`config.mk`:
```
export PLATFORM = sky130hd
export DESIGN_NAME = ahb_arbiter_flat
export DESIGN_NICKNAME = d
export VERILOG_FILES = /design/src/rtl/ahb_arbiter_if.sv /design/src/rtl/ahb_arbiter.sv /design/src/flat_wrapper.sv
export SDC_FILE = /design/constraint.sdc
export NUM_CORES = 1
export LEC_CHECK = 0
export BUFFER_PORTS_ARGS = -buffer_cell sky130_fd_sc_hd__buf_2
export CORE_AREA = 2 2 45 47
export CTS_CLUSTER_SIZE = 8
export DETAILED_ROUTE_END_ITERATION = 12
export DIE_AREA = 0 0 47 49
export PLACE_DENSITY = 0.68
export SYNTH_ARGS = -nofsm -noshare
export SYNTH_HDL_FRONTEND = slang
export SYNTH_SLANG_ARGS = --single-unit
```
`constraint.sdc`:
```
create_clock -name hclk -period 1.8 [get_ports hclk]
set_input_delay 0.36 -clock hclk [delete_from_list [all_inputs] [get_ports hclk]]
set_output_delay 0.36 -clock hclk [all_outputs]
set_load 0.01 [all_outputs]
```
`src/rtl/ahb_arbiter_if.sv`:
```
// Arbiter-side bundle of an AHB-Lite bus arbiter.
//   hbusreq/hlock : per-master request and lock request
//   htrans/hburst : transfer/burst type of the current address-phase owner
//   hready        : bus-wide ready from the slave response mux
//   hgrant        : one-hot grant
//   hmaster       : address-phase owner index (master mux select)
//   hmaster_d     : data-phase owner index (read-data/response routing)
//   hmastlock     : current address phase is locked
interface ahb_arbiter_if #(
    parameter int unsigned NO_OF_MASTERS = 3,
    parameter int unsigned M_BITS        = $clog2(NO_OF_MASTERS)
);
    logic [NO_OF_MASTERS-1:0] hbusreq;
    logic [NO_OF_MASTERS-1:0] hlock;
    logic [1:0]               htrans;
    logic [2:0]               hburst;
    logic                     hready;
    logic [NO_OF_MASTERS-1:0] hgrant;
    logic [M_BITS-1:0]        hmaster;
    logic [M_BITS-1:0]        hmaster_d;
    logic                     hmastlock;

    // Arbiter view.
    modport slave (
        input  hbusreq, hlock, htrans, hburst, hready,
        output hgrant, hmaster, hmaster_d, hmastlock
    );

    // Requester / bus-fabric view.
    modport master (
        output hbusreq, hlock, htrans, hburst, hready,
        input  hgrant, hmaster, hmaster_d, hmastlock
    );
endinterface

```
`src/rtl/ahb_arbiter.sv`:
```
// Round-robin AHB-Lite arbiter with burst and lock protection.
//   hclk   : bus clock, rising edge
//   hreset : synchronous active-high reset
//   bus    : ahb_arbiter_if.slave (requests in, grant/owner indices out)
// Fixed-length bursts keep the grant until the second-to-last beat is
// accepted, so the next owner's address phase follows the last beat directly.
module ahb_arbiter #(
    parameter int unsigned NO_OF_MASTERS  = 3,
    parameter int unsigned M_BITS         = $clog2(NO_OF_MASTERS),
    parameter int unsigned DEFAULT_MASTER = 0
) (
    input  logic          hclk,
    input  logic          hreset,
    ahb_arbiter_if.slave  bus
);
    localparam int unsigned REM_W = 4;

    localparam logic [1:0] TRANS_IDLE   = 2'b00;
    localparam logic [1:0] TRANS_BUSY   = 2'b01;
    localparam logic [1:0] TRANS_NONSEQ = 2'b10;
    localparam logic [1:0] TRANS_SEQ    = 2'b11;

    localparam logic [NO_OF_MASTERS-1:0] DEFAULT_GRANT =
        NO_OF_MASTERS'(1) << DEFAULT_MASTER;
    localparam logic [M_BITS-1:0] DEFAULT_IDX = M_BITS'(DEFAULT_MASTER);

    logic [REM_W-1:0]         rem;
    logic [REM_W-1:0]         rem_next;
    logic [M_BITS-1:0]        owner;
    logic                     hold;
    logic [NO_OF_MASTERS-1:0] next_grant;

    // Index of the current grantee (grant is always one-hot).
    always_comb begin
        owner = '0;
        for (int i = 0; i < int'(NO_OF_MASTERS); i++) begin
            if (bus.hgrant[i]) owner = M_BITS'(i);
        end
    end

    // Remaining-beat tracking; INCR and SINGLE count as length 1.
    always_comb begin
        rem_next = '0;
        case (bus.htrans)
            TRANS_NONSEQ: begin
                case (bus.hburst[2:1])
                    2'b01:   rem_next = REM_W'(3);
                    2'b10:   rem_next = REM_W'(7);
                    2'b11:   rem_next = REM_W'(15);
                    default: rem_next = '0;
                endcase
            end
            TRANS_SEQ:  rem_next = (rem == '0) ? '0 : rem - REM_W'(1);
            TRANS_BUSY: rem_next = rem;
            TRANS_IDLE: rem_next = '0;
            default:    rem_next = '0;
        endcase
    end

    // Grant selection: hold for burst/lock, else round-robin after the grantee.
    always_comb begin
        logic                  found;
        logic [M_BITS-1:0]     idx;
        found      = 1'b0;
        idx        = '0;
        next_grant = DEFAULT_GRANT;
        hold       = (rem_next >= REM_W'(2)) ||
                     (bus.hlock[owner] && bus.hbusreq[owner]);
        for (int k = 1; k <= int'(NO_OF_MASTERS); k++) begin
            idx = M_BITS'((int'(owner) + k) % int'(NO_OF_MASTERS));
            if (!found && bus.hbusreq[idx]) begin
                next_grant      = '0;
                next_grant[idx] = 1'b1;
                found           = 1'b1;
            end
        end
        if (hold) next_grant = bus.hgrant;
    end

    // Pipeline registers; everything freezes while hready is low.
    always_ff @(posedge hclk) begin
        if (hreset) begin
            bus.hgrant    <= DEFAULT_GRANT;
            bus.hmaster   <= DEFAULT_IDX;
            bus.hmaster_d <= DEFAULT_IDX;
            bus.hmastlock <= 1'b0;
            rem           <= '0;
        end else if (bus.hready) begin
            bus.hgrant    <= next_grant;
            bus.hmaster   <= owner;
            bus.hmaster_d <= bus.hmaster;
            bus.hmastlock <= bus.hlock[owner];
            rem           <= rem_next;
        end
    end
endmodule

```
`src/flat_wrapper.sv`:
```
// flat-port wrapper written by rule: the top's interface ports become plain ports
module ahb_arbiter_flat 
#(
    parameter int unsigned NO_OF_MASTERS  = 3,
    parameter int unsigned M_BITS         = $clog2(NO_OF_MASTERS),
    parameter int unsigned DEFAULT_MASTER = 0
)
  (hclk, hreset, bus_hbusreq, bus_hlock, bus_htrans, bus_hburst, bus_hready, bus_hgrant, bus_hmaster, bus_hmaster_d, bus_hmastlock);
  ahb_arbiter_if #(.NO_OF_MASTERS(NO_OF_MASTERS), .M_BITS(M_BITS)) bus_i ();
  input  logic hclk;
  input  logic hreset;
  input wire logic [$bits(bus_i.hbusreq)-1:0] bus_hbusreq;
  input wire logic [$bits(bus_i.hlock)-1:0] bus_hlock;
  input wire logic [$bits(bus_i.htrans)-1:0] bus_htrans;
  input wire logic [$bits(bus_i.hburst)-1:0] bus_hburst;
  input wire logic [$bits(bus_i.hready)-1:0] bus_hready;
  output wire logic [$bits(bus_i.hgrant)-1:0] bus_hgrant;
  output wire logic [$bits(bus_i.hmaster)-1:0] bus_hmaster;
  output wire logic [$bits(bus_i.hmaster_d)-1:0] bus_hmaster_d;
  output wire logic [$bits(bus_i.hmastlock)-1:0] bus_hmastlock;
  assign bus_i.hbusreq = bus_hbusreq;
  assign bus_i.hlock = bus_hlock;
  assign bus_i.htrans = bus_htrans;
  assign bus_i.hburst = bus_hburst;
  assign bus_i.hready = bus_hready;
  assign bus_hgrant = bus_i.hgrant;
  assign bus_hmaster = bus_i.hmaster;
  assign bus_hmaster_d = bus_i.hmaster_d;
  assign bus_hmastlock = bus_i.hmastlock;
  ahb_arbiter #(.NO_OF_MASTERS(NO_OF_MASTERS), .M_BITS(M_BITS), .DEFAULT_MASTER(DEFAULT_MASTER)) u_core (.hclk(hclk), .hreset(hreset), .bus(bus_i));
endmodule
```
==> flow_summary.json <==
{
  "ys_warn_count": 0,
  "final_nets": 132,
  "place_hpwl_mm": 1.33,
  "yosys.area.top_type": "dfxtp_1",
  "grt_pass1_wl_mm": 2.82,
  "yosys-top-cells-area": "dfxtp_1 (30%), mux2i_1 (12%), nor2_1 (5.5%)",
  "cp_max_fo": 5,
  "diodes": 0,
  "routed_via_density": 5.29,
  "synth.area.mux_share_pct": 12.3,
  "finalNonFillerCells": 141,
  "synth_top_cell_area_share_pct": 29.5,
  "fmax_mhz": 581,
  "io-pin-count": 22,
  "num_vias": 746,
  "intPower_uw": 440,
  "fin_util_pct": 52.0,
  "synth.avg_cell_area_um2": 8.56,
  "die_y_um": 49,
  "dp_cells": 138,
  "rows": 16,
  "synth_top_flop_cell": "dfxtp_1",
  "synth_compound_area_share_pct": 20.0,
  "seq_power_share_pct": 47.7,
  "worstMarginPinSlew_ns": 0.448,
  "netlist_instances": 95,
  "p_switching_uw": 185,
  "vdd_ir_drop_max_v": 0.000426,
  "crit_chain": "inv_1 -> ha_2 -> nand4bb_1 -> mux2i_2 -> nor4b_4 -> a311o_1 -> o31ai_2",
  "port_buffers": 20,
  "required_ns": 1.98,
  "post_cts_buffers": 0,
  "ys_top_cells_by_count": "dfxtp_1 (12), nor2_1 (12), mux2i_1 (10), o21ai_0 (8), inv_1 (7)",
  "async_flop_share_pct": 0,
  "period_share_pct": 95.7,
  "worst_ep_arrival_time_ns": 1.90,
  "syn-num-nets": 111,
  "slowest_stage": "dfxtp_1",
  "die_w_um": 47,
  "worstHoldStart": "bus_hbusreq[1]",
  "power_leakage_nw": 0.430,
  "cts_root_buf": "clkbuf_4",
  "clock-sinks": 12,
  "crit_buf_inv": 1,
  "synth-edff-count": 0,
  "slowest_delay_ns": 0.37,
  "first_global_vias": 674,
  "fin_crit_ns": 1.72,
  "r2r_start": "u_core.rem[0]",
  "area_delta_synth_final_pct": 17.7,
  "drt_first_pass_iters": 4,
  "grt_start_max_net_pins": 16,
  "gp_congestion": 0.841,
  "drive_above_1_share_pct": 32.5,
  "core-area_um2": 1840,
  "synth_fa_ha_area_share_pct": 3.08,
  "finalSetupTns_ns": 0,
  "grt_overflow_total": 0,
  "p_sw_share_pct": 29.6,
  "cts_tree": "yes",
  "grtUsageTotal_pct": 16.5,
  "r2r_slack_ns": 0.08,
  "finalPower_uw": 625,
  "hold_class": "in2reg",
  "slew_headroom_pct": 69.8,
  "first_iter_violations": 5,
  "clkPwrFrac_pct": 24.1,
  "skew_ns": 0.000489,
  "clockBufferDepth": 2,
  "routed_wl_mm": 1.71,
  "synthSimpleGateAreaFrac_pct": 26.2,
  "cts.htree.levels": 1,
  "critPathKind": "reg2reg",
  "ant_nets": 0,
  "numCtsBuffers": 3,
  "antenna_found_initial": 0,
  "maxCapViolCount": 0,
  "worstSetupStartpoint": "u_core.rem[0]",
  "dieArea_um2": 2300,
  "synth_top_family_by_area": "simple AND/OR/NAND/NOR gates",
  "initial_utilization_pct": 44.2,
  "detail_route.wl_per_cell_um": 12.1,
  "whs_ns": 0.414,
  "crit_path_start_kind": "register",
  "crit_path_end_kind": "register",
  "cp_top_family": "compound AO/OA/AOI/OAI gates",
  "combPwrFrac_pct": 28.2,
  "drc": 0,
  "ys_ff_latch": 12,
  "slew_violations": 0,
  "synthesis.area_um2": 813,
  "path_clk_slew_ns": 0.06,
  "synth-xor-area-share_pct": 0,
  "status": "complete, no violations",
  "hold_violations": 0,
  "clock_latency_ns": 0.26,
  "yosysSeqAreaShare_pct": 29.5,
  "power.density_nw_per_um2": 653,
  "setup-violations-final": 0,
  "synth_cell_types": 36
}
placed cells by master (no fill, tap or decap), types with 2 or more instances in the layout:
master    instances
a21oi_1           3
a221oi_1          2
buf_2            20
buf_4             2
clkbuf_4          3
dfxtp_1          12
inv_1             7
mux2i_1           9
nand2_1           6
nand2b_1          3
nand3_1           3
nor2_1           12
o21ai_0           8
o31ai_2           2
path summary, 6_finish.rpt:
path / cells after the start / to
setup / recovery: 7 / u_core.bus.hgrant[2]
hold / removal: 3 / u_core.bus.hgrant[1]
setup reg to reg: 7 / u_core.bus.hgrant[2]
hold reg to reg: 2 / u_core.bus.hmaster[0]
registers in the layout, summed over array words and instances (netlist names):
name / count
u_core.bus.hmaster: 2
u_core.rem: 4
u_core.bus.hgrant: 3
u_core.bus.hmastlock: 1
u_core.bus.hmaster_d: 2
final cells by class:
cell class	count	area, um2
inverters	8	30.0
repair buffers	22	115
fillers	198	885
clock buffers	3	22.5
multi-input cells	69	515
flip-flops and latches	12	240
well taps	27	33.8
logic make-up (layout without fill, tap and decap cells):
group | Yosys count | in the layout
buffers and inverters | 14 | 33
muxes | 10 | 10
DFF | 12 | 12
AOI/OAI and AO/OA | 22 | 22
and+or+nand+nor | 35 | 35
adders and majority gates | 2 | 2
power groups by stage:
stage,Combinational (mW),Clock (mW),Sequential [mW]
floorplan,0.126,0,0.302
global placement,0.166,0,0.303
detailed placement,0.170,0,0.304
CTS,0.171,0.162,0.297
global route,0.197,0.174,0.300
finish,0.176,0.151,0.298
metrics by stage:
step                cell area [um2]  worst slack [ns]
CTS                             942            0.0369
global placement                920            0.0656
global route                    957           -0.0124
detailed placement              920          -0.00276
floorplan                       813             0.193
finish                          957            0.0778
worst register-to-register path, cell delays in order, from the launching register on:
cell,delay (ns)
dfxtp_1,0.37
inv_1,0.10
ha_2,0.22
nand4bb_1,0.21
mux2i_2,0.25
nor4b_4,0.09
a311o_1,0.34
o31ai_2,0.06
layer usage:
layer	vias up	track usage (%)	wire, um
met5	-	0	0
met4	0	6.94	9
met3	2	2.22	60
met2	15	23.5	782
met1	349	24.4	854
li1	380	-	-
timing repair:
item | CTS | global route
pin swaps | 1 | 0
gates resized for setup | 0 | 3
hold endpoints to repair | 0 | 0
hold buffers | 0 | 0
endpoints found under the setup margin | 1 | 3
No activity file was read; power rests on OpenSTA's default activity.
